File: config.mk
export PLATFORM = sky130hd
export DESIGN_NAME = alu_mod_seq_flat
export DESIGN_NICKNAME = d
export VERILOG_FILES = /design/src/rtl/alu_mod_seq_if.sv /design/src/rtl/alu_mod_seq.sv /design/src/flat_wrapper.sv
export SDC_FILE = /design/constraint.sdc
export NUM_CORES = 1
export LEC_CHECK = 0
export ABC_CLOCK_PERIOD_IN_PS = 1900
export CORE_AREA = 2 2 60 104
export CTS_CLUSTER_DIAMETER = 40
export CTS_CLUSTER_SIZE = 14
export DETAILED_ROUTE_END_ITERATION = 6
export DIE_AREA = 0 0 62 106
export PLACE_DENSITY = 0.72
export REMOVE_ABC_BUFFERS = 1
export SKIP_LAST_GASP = 1
export SLEW_MARGIN = 10
export SYNTH_ARGS = -nofsm -noshare
export SYNTH_HDL_FRONTEND = slang
export SYNTH_SLANG_ARGS = --single-unit
File: constraint.sdc
create_clock -name clk -period 1.9 [get_ports clk]
set_input_delay 0.57 -clock clk [delete_from_list [all_inputs] [get_ports clk]]
set_output_delay 0.57 -clock clk [all_outputs]
set_load 0.05 [all_outputs]
File: src/rtl/alu_mod_seq_if.sv
// Bus between the control/decode side, the A mod B sequencer and the shared 8-bit ALU.
// master = control logic plus ALU; slave = the sequencer.
interface alu_mod_seq_if #(
    parameter int WIDTH = 8
);
    logic             start;
    logic [WIDTH-1:0] op_a;
    logic [WIDTH-1:0] op_b;
    logic             busy;
    logic             done;
    logic [WIDTH-1:0] result;
    logic [WIDTH-1:0] quotient;
    logic             div_zero;
    logic [WIDTH-1:0] alu_a;
    logic [WIDTH-1:0] alu_b;
    logic [1:0]       alu_sel;
    logic [WIDTH-1:0] alu_out;
    logic             alu_c0;
    logic             alu_z;

    modport master (
        output start, op_a, op_b, alu_out, alu_c0, alu_z,
        input  busy, done, result, quotient, div_zero, alu_a, alu_b, alu_sel
    );

    modport slave (
        input  start, op_a, op_b, alu_out, alu_c0, alu_z,
        output busy, done, result, quotient, div_zero, alu_a, alu_b, alu_sel
    );
endinterface

File: src/rtl/alu_mod_seq.sv
// Multi-cycle unsigned A mod B / A div B sequencer that borrows the shared ALU:
// negates B once (XOR 0xFF, +1), then adds -B until the ADD carry reports r < B.
module alu_mod_seq #(
    parameter int WIDTH      = 8,
    parameter int EARLY_EXIT = 1
) (
    input  logic          clk,
    input  logic          rst_n,
    alu_mod_seq_if.slave  bus
);

    typedef enum logic [1:0] {
        ALU_AND = 2'b00,
        ALU_XOR = 2'b01,
        ALU_ADD = 2'b10,
        ALU_ROL = 2'b11
    } alu_op_e;

    typedef enum logic [2:0] {
        S_IDLE,
        S_NEG_X,
        S_NEG_I,
        S_SUB,
        S_DONE
    } state_e;

    localparam logic [WIDTH-1:0] ZERO     = '0;
    localparam logic [WIDTH-1:0] ALL_ONES = '1;
    localparam logic [WIDTH-1:0] ONE      = {{(WIDTH-1){1'b0}}, 1'b1};

    state_e           state_q, state_d;
    logic [WIDTH-1:0] r_q, r_d;
    logic [WIDTH-1:0] b_q, b_d;
    logic [WIDTH-1:0] nb_q, nb_d;
    logic [WIDTH-1:0] result_q, result_d;
    logic [WIDTH-1:0] quotient_q, quotient_d;
    logic             div_zero_q, div_zero_d;

    alu_op_e          alu_sel_c;
    logic [WIDTH-1:0] alu_a_c;
    logic [WIDTH-1:0] alu_b_c;

    always_comb begin
        // NOTE: every signal written here gets a default first, so no path can infer a latch.
        state_d    = state_q;
        r_d        = r_q;
        b_d        = b_q;
        nb_d       = nb_q;
        result_d   = result_q;
        quotient_d = quotient_q;
        div_zero_d = div_zero_q;
        alu_sel_c  = ALU_AND;
        alu_a_c    = ZERO;
        alu_b_c    = ZERO;

        case (state_q)
            S_IDLE: begin
                if (bus.start) begin
                    r_d        = bus.op_a;
                    b_d        = bus.op_b;
                    quotient_d = ZERO;
                    div_zero_d = 1'b0;
                    if (bus.op_b == ZERO) begin
                        div_zero_d = 1'b1;
                        result_d   = bus.op_a;
                        state_d    = S_DONE;
                    end else begin
                        state_d    = S_NEG_X;
                    end
                end
            end

            S_NEG_X: begin
                alu_sel_c = ALU_XOR;
                alu_a_c   = b_q;
                alu_b_c   = ALL_ONES;
                nb_d      = bus.alu_out;
                state_d   = S_NEG_I;
            end

            S_NEG_I: begin
                // The carry of ~B + 1 only matters for B == 0, which never reaches here.
                alu_sel_c = ALU_ADD;
                alu_a_c   = nb_q;
                alu_b_c   = ONE;
                nb_d      = bus.alu_out;
                state_d   = S_SUB;
            end

            S_SUB: begin
                // r + (256 - B) carries out exactly when r >= B.
                alu_sel_c = ALU_ADD;
                alu_a_c   = r_q;
                alu_b_c   = nb_q;
                if (bus.alu_c0) begin
                    r_d        = bus.alu_out;
                    quotient_d = quotient_q + ONE;
                    if ((EARLY_EXIT != 0) && bus.alu_z) begin
                        result_d = ZERO;
                        state_d  = S_DONE;
                    end
                end else begin
                    result_d = r_q;
                    state_d  = S_DONE;
                end
            end

            S_DONE: begin
                state_d = S_IDLE;
            end

            default: begin
                state_d = S_IDLE;
            end
        endcase
    end

    // NOTE: state updates use non-blocking assignments so every flop samples pre-edge values.
    always_ff @(posedge clk) begin
        if (!rst_n) begin
            state_q    <= S_IDLE;
            r_q        <= ZERO;
            b_q        <= ZERO;
            nb_q       <= ZERO;
            result_q   <= ZERO;
            quotient_q <= ZERO;
            div_zero_q <= 1'b0;
        end else begin
            state_q    <= state_d;
            r_q        <= r_d;
            b_q        <= b_d;
            nb_q       <= nb_d;
            result_q   <= result_d;
            quotient_q <= quotient_d;
            div_zero_q <= div_zero_d;
        end
    end

    assign bus.busy     = (state_q != S_IDLE);
    assign bus.done     = (state_q == S_DONE);
    assign bus.result   = result_q;
    assign bus.quotient = quotient_q;
    assign bus.div_zero = div_zero_q;
    assign bus.alu_sel  = alu_sel_c;
    assign bus.alu_a    = alu_a_c;
    assign bus.alu_b    = alu_b_c;

endmodule

File: src/flat_wrapper.sv
// flat-port wrapper written by rule: the top's interface ports become plain ports
module alu_mod_seq_flat 
#(
    parameter int WIDTH      = 8,
    parameter int EARLY_EXIT = 1
)
  (clk, rst_n, bus_start, bus_op_a, bus_op_b, bus_alu_out, bus_alu_c0, bus_alu_z, bus_busy, bus_done, bus_result, bus_quotient, bus_div_zero, bus_alu_a, bus_alu_b, bus_alu_sel);
  alu_mod_seq_if #(.WIDTH(WIDTH)) bus_i ();
  input  logic clk;
  input  logic rst_n;
  input wire logic [$bits(bus_i.start)-1:0] bus_start;
  input wire logic [$bits(bus_i.op_a)-1:0] bus_op_a;
  input wire logic [$bits(bus_i.op_b)-1:0] bus_op_b;
  input wire logic [$bits(bus_i.alu_out)-1:0] bus_alu_out;
  input wire logic [$bits(bus_i.alu_c0)-1:0] bus_alu_c0;
  input wire logic [$bits(bus_i.alu_z)-1:0] bus_alu_z;
  output wire logic [$bits(bus_i.busy)-1:0] bus_busy;
  output wire logic [$bits(bus_i.done)-1:0] bus_done;
  output wire logic [$bits(bus_i.result)-1:0] bus_result;
  output wire logic [$bits(bus_i.quotient)-1:0] bus_quotient;
  output wire logic [$bits(bus_i.div_zero)-1:0] bus_div_zero;
  output wire logic [$bits(bus_i.alu_a)-1:0] bus_alu_a;
  output wire logic [$bits(bus_i.alu_b)-1:0] bus_alu_b;
  output wire logic [$bits(bus_i.alu_sel)-1:0] bus_alu_sel;
  assign bus_i.start = bus_start;
  assign bus_i.op_a = bus_op_a;
  assign bus_i.op_b = bus_op_b;
  assign bus_i.alu_out = bus_alu_out;
  assign bus_i.alu_c0 = bus_alu_c0;
  assign bus_i.alu_z = bus_alu_z;
  assign bus_busy = bus_i.busy;
  assign bus_done = bus_i.done;
  assign bus_result = bus_i.result;
  assign bus_quotient = bus_i.quotient;
  assign bus_div_zero = bus_i.div_zero;
  assign bus_alu_a = bus_i.alu_a;
  assign bus_alu_b = bus_i.alu_b;
  assign bus_alu_sel = bus_i.alu_sel;
  alu_mod_seq #(.WIDTH(WIDTH), .EARLY_EXIT(EARLY_EXIT)) u_core (.clk(clk), .rst_n(rst_n), .bus(bus_i));
endmodule
### Word-level counts from Yosys, hierarchy flattened

Cells that the tools add are included.

* flip-flop bits (word level): 44
* input bits: 29
* output and inout port bits: 37
* word-level logic and storage cells: 46

* $add $sub $neg: 1
* equality and inequality tests: 8
* muxes and demuxes: 20
* reductions and logical operators: 10

Operators with widths (count)
* 2-to-1 mux 8 bit: 8
* case mux 8 bit (2 select lines): 3
* case mux 8 bit (3 select lines): 2
* 2-to-1 mux 3 bit: 4
* case mux 3 bit (4 select lines): 1
* adder 8 x 1 -> 8 bit (second input constant): 1
* logical NOT 8 bit: 1
* == test 3 x 2 -> 1 bit (second input constant): 2
* inequality test 2 bit (second input constant): 2
* case mux 2 bit (2 select lines): 1
* AND reduction 2 bit: 2
* AND reduction 4 bit: 1
* OR reduction 2 bit: 2
* == test 3 x 1 -> 1 bit (second input constant): 1
* == test 3 bit (second input constant): 1
* logical NOT 3 bit: 1
* inequality test 3 bit (second input constant): 1
* AND reduction 3 bit: 1
* nonzero test 3 bit: 1
* inequality test 2 x 1 -> 1 bit (second input constant): 1
* nonzero test 2 bit: 1
* 2-to-1 mux 1 bit: 1

### Longest topological paths before layout

* word-level depth: 4
* depth in mapped cells: 8
* depth with buffers taken out: 5

### Worst setup path before layout

No wires, ideal clock.

* path type: reg-to-output
* start: reg u_core.state_q[0]
* end: out bus_alu_b[0]
* data arrival time: 2.111 ns
* required time: 1.330 ns
* setup slack: -0.781 ns
* cell stages (with the launch flop): 6
* buffers on the path: 3
* cell sequence: dfxtp_1 > buf_6 > clkbuf_1 > clkbuf_1 > nor2_1 > nor3_1

* cells in the longest elaborated chain, start to end: 2
* elaborated cells between the ends (all ways): 4
* classes of those cells: eq/ne: 3; mux: 1

Ends and longest elaborated chain
* start: declaration: RTL line alu_mod_seq.sv:31 `state_e state_q, state_d;`
* start signal: assignment: RTL line alu_mod_seq.sv:129 `state_q <= state_d;`
* == test 3 x 2 -> 1 bit / == test 3 x 1 -> 1 bit (equally long branches): RTL line alu_mod_seq.sv:56 `case (state_q)`
* case mux 8 bit (3 select lines) (*): RTL line alu_mod_seq.sv:56
* end: declaration: RTL line flat_wrapper.sv:23 `output wire logic [$bits(bus_i.alu_b)-1:0] bus_alu_b;`

Every way passes the cells marked *; elsewhere a longest branch is shown, timed or not.

### Worst setup path in the final report

* start: reg u_core.state_q[0]
* end: out bus_alu_a[3]

* cells in the longest elaborated chain, start to end: 2
* elaborated cells between the ends (all ways): 4
* classes of those cells: eq/ne: 3; mux: 1

Ends and longest elaborated chain
* == test 3 x 2 -> 1 bit / == test 3 x 1 -> 1 bit (equally long branches): RTL line alu_mod_seq.sv:56
* case mux 8 bit (3 select lines) (*): RTL line alu_mod_seq.sv:56
* end: declaration: RTL line flat_wrapper.sv:22 `output wire logic [$bits(bus_i.alu_a)-1:0] bus_alu_a;`

Marks and branches as above.

==> results.cfg <==
[power_and_ir_drop]
finalPower_mw = 2.87
ir_drop_mv = 0.508
seqPwrFrac = 0.367
p_leak_nw = 1.41
intPower_mw = 1.91
netSwitchingPower_mw = 0.966
p_per_area_nw_per_um2 = 789
combPwrFrac = 0.370
swShare = 0.336
pwr-share-clk = 0.263

[final_layout]
area_growth_pct = 65.1
final_cell_area_um2 = 3640
regArea_um2 = 890
fillCellCount = 511
drive_gt1_frac = 0.300
nNetsFinal = 416
fin_util = 0.629
antenna_cells = 0
multi_input_area_um2 = 1330
final_cells = 465

[timing]
setup_slack_ns = -0.0401
fin_tns_setup_ns = -0.161
hold_viol = 0
max_clock_freq_ghz = 0.515
worst_pin_slew_ns = 0.349
final-setup-viol-count = 7
finClkSkew_ns = 0.00673
min_period_ns = 1.94
fin_crit_sh = 1.02
slew_violations = 0
relSlewSlack = 0.766
rsz0062_at_grt = true

[die]
die_area_um2 = 6570
die_x_um = 62
row_count = 37
io_pins = 66
die_y_um = 106
core_area_um2 = 5790
start_util = 0.381

[detailed_routing]
post_drt_wl_per_cell_um = 13.8
drc = 0
dr.first_iter.drc_count = 121
antenna_left = 0
first_pass_iters = 4
via_count = 2417
wl_um = 6440
drt-vias-per-instance = 5.20

[global_route]
grt-ovfl-total = 0
grt_max_degree = 39
grt.total_usage = 0.201
grt_pass1_vias = 2272
grt_pass1_wl_um = 10200
grt_antenna_before_repair = 0

[clock_tree]
clock_latency_ns = 0.30
cts_tree = yes
hold_buffers = 0
cts_buffers = 5
cts_buffer_depth = 2
cts_sinks = 44
htreeDepth = 2
clk_pin_slew_worst_paths_ns = 0.09
cts_root_buffer = clkbuf_8

[placement]
place_area_um2 = 3300
dp_hpwl_um = 4710
dp_cells = 453
io_buffer_count = 65
gp_congestion = 0.831

[worst_setup_path]
crit_end = bus_alu_a[3]
crit_required_ns = 1.33
r2r_cells = 6
r2r_slack_ns = 0.09
critPathLaunch = u_core.state_q[0]
arrival_ns = 1.37
startpoint_type = register
r2r_end = u_core.bus.quotient[7]
slowest_stage = dfxtp_4
criticalPathCategory = reg -> out
cp_slowest_stage_delay_ns = 0.39
worst_r2r_startpoint = u_core.state_q[0]
cp_max_fo = 15
cp_cell_sequence = buf_12 -> nand2_1 -> nor2_2 -> a21oi_2 -> nor2_2 -> buf_12
end_kind = output port

[synth]
synth_area_um2 = 2200
synth_cell_types = 38
syn_area_per_cell_um2 = 7.20
ys.flop_type = dfxtp_1
async_reset_ff_frac = 0
ys_ff_latch = 44
synth_edf_count = 0
yosysWarningCount = 0
seq_area_frac_synth = 0.400
syn_inst = 306

[run_status]
status = finished, violations left
violations = negative setup slack

[job]
cap_viol_max_count = 0

[min_path]
hold_class = reg -> reg
## stage by stage
stage | setup slack (ns) | hold slack (ns)
final | -0.0401 | 0.460
after global routing | -0.117 | 0.471
after CTS | -0.104 | 0.459
after detailed placement | -0.443 | 0.447
after global placement | -0.423 | 0.442
after floorplan | -0.660 | 0.434
## worst min path at each step
stage,end,depth (start not counted),slack [ns],startpoint
global route,u_core.b_q[4],2,0.47,u_core.b_q[4]
floorplan,u_core.b_q[0],2,0.43,u_core.b_q[0]
detailed placement,u_core.b_q[1],2,0.45,u_core.b_q[1]
finish,u_core.b_q[3],2,0.46,u_core.b_q[3]
global placement,u_core.b_q[3],2,0.44,u_core.b_q[3]
CTS,u_core.b_q[1],2,0.46,u_core.b_q[1]
## flip-flops by register name, indices dropped and copies added, names as in the netlist
signal	flops
u_core.b_q	8
u_core.bus.div_zero	1
u_core.bus.quotient	8
u_core.bus.result	8
u_core.nb_q	8
u_core.r_q	8
u_core.state_q	3
## power by group through the flow
stage / Sequential (mW) / Clock [mW] / Combinational (mW)
after floorplan: 1.11 / 0 / 0.446
after global placement: 1.07 / 0 / 0.967
after detailed placement: 1.07 / 0 / 0.980
after CTS: 1.05 / 0.760 / 1.02
after global routing: 1.06 / 0.795 / 1.13
final: 1.05 / 0.756 / 1.06
## worst max-delay path: cells and delay by family (launching register included)
family	cells	cell delay, ns
flops	1	0.39
simple gates	3	0.35
buf+inv	2	0.29
compound gates	1	0.05
## area by class of cell
cell class,instances,area share
sequential,44,0.244
tap,78,0.0268
inverter,11,0.0113
clock inverter,2,0.0107
multi-input combinational,228,0.365
clock buffer,6,0.0227
timing repair buffer,96,0.319
## synth_stat cells, types with 3 or more instances
cell | n | area share
nand2_1 | 63 | 0.11
a21oi_1 | 44 | 0.10
dfxtp_1 | 44 | 0.40
nor2_1 | 40 | 0.068
clkbuf_1 | 15 | 0.026
o21ai_0 | 15 | 0.034
a211oi_1 | 11 | 0.037
inv_1 | 11 | 0.019
a311oi_1 | 8 | 0.032
a21boi_0 | 6 | 0.020
nand3_1 | 6 | 0.014
buf_2 | 5 | 0.011
xnor2_1 | 4 | 0.016
and2_1 | 3 | 0.0085
## cell families (layout without fill, tap and decap cells)
logic type / count (synthesis) / count (layout) / share of synthesized area
compound gates: 93 / 93 / 0.257
xor+xnor: 4 / 4 / 0.0159
fa+ha+maj: 1 / 1 / 0.00567
buf+inv: 34 / 115 / 0.0641
flops: 44 / 44 / 0.400
mux: 2 / 2 / 0.00965
simple gates: 128 / 128 / 0.248
## cells in the final DEF (no fill, tap or decap), drive strengths merged, types with 2 or more instances in the layout
master	count
a311oi	8
nand3b	2
o31ai	2
dfxtp	44
nand2b	2
nor3	2
clkbuf	6
a21oi	45
o21ai	15
and2	3
nor2	40
nand2	63
buf	68
a22oi	2
nor4	2
xnor2	4
a211oi	11
clkdlybuf4s50	24
inv	11
dlymetal6s2s	3
nand3	6
a21boi	6
## routing by layer
| layer | wire (um) | global-route usage |
|---|---|---|
| met4 | 142 | 0.0638 |
| met3 | 256 | 0.0328 |
| met2 | 3630 | 0.366 |
| met1 | 2410 | 0.223 |
| met5 | 0 | 0 |
## repair_timing
action	4_1_cts	5_1_grt
pin swaps	8	15
gates resized for setup	31	30
setup buffers	0	4
setup endpoints to repair	41	31
No activity file was read; power rests on OpenSTA's default activity.
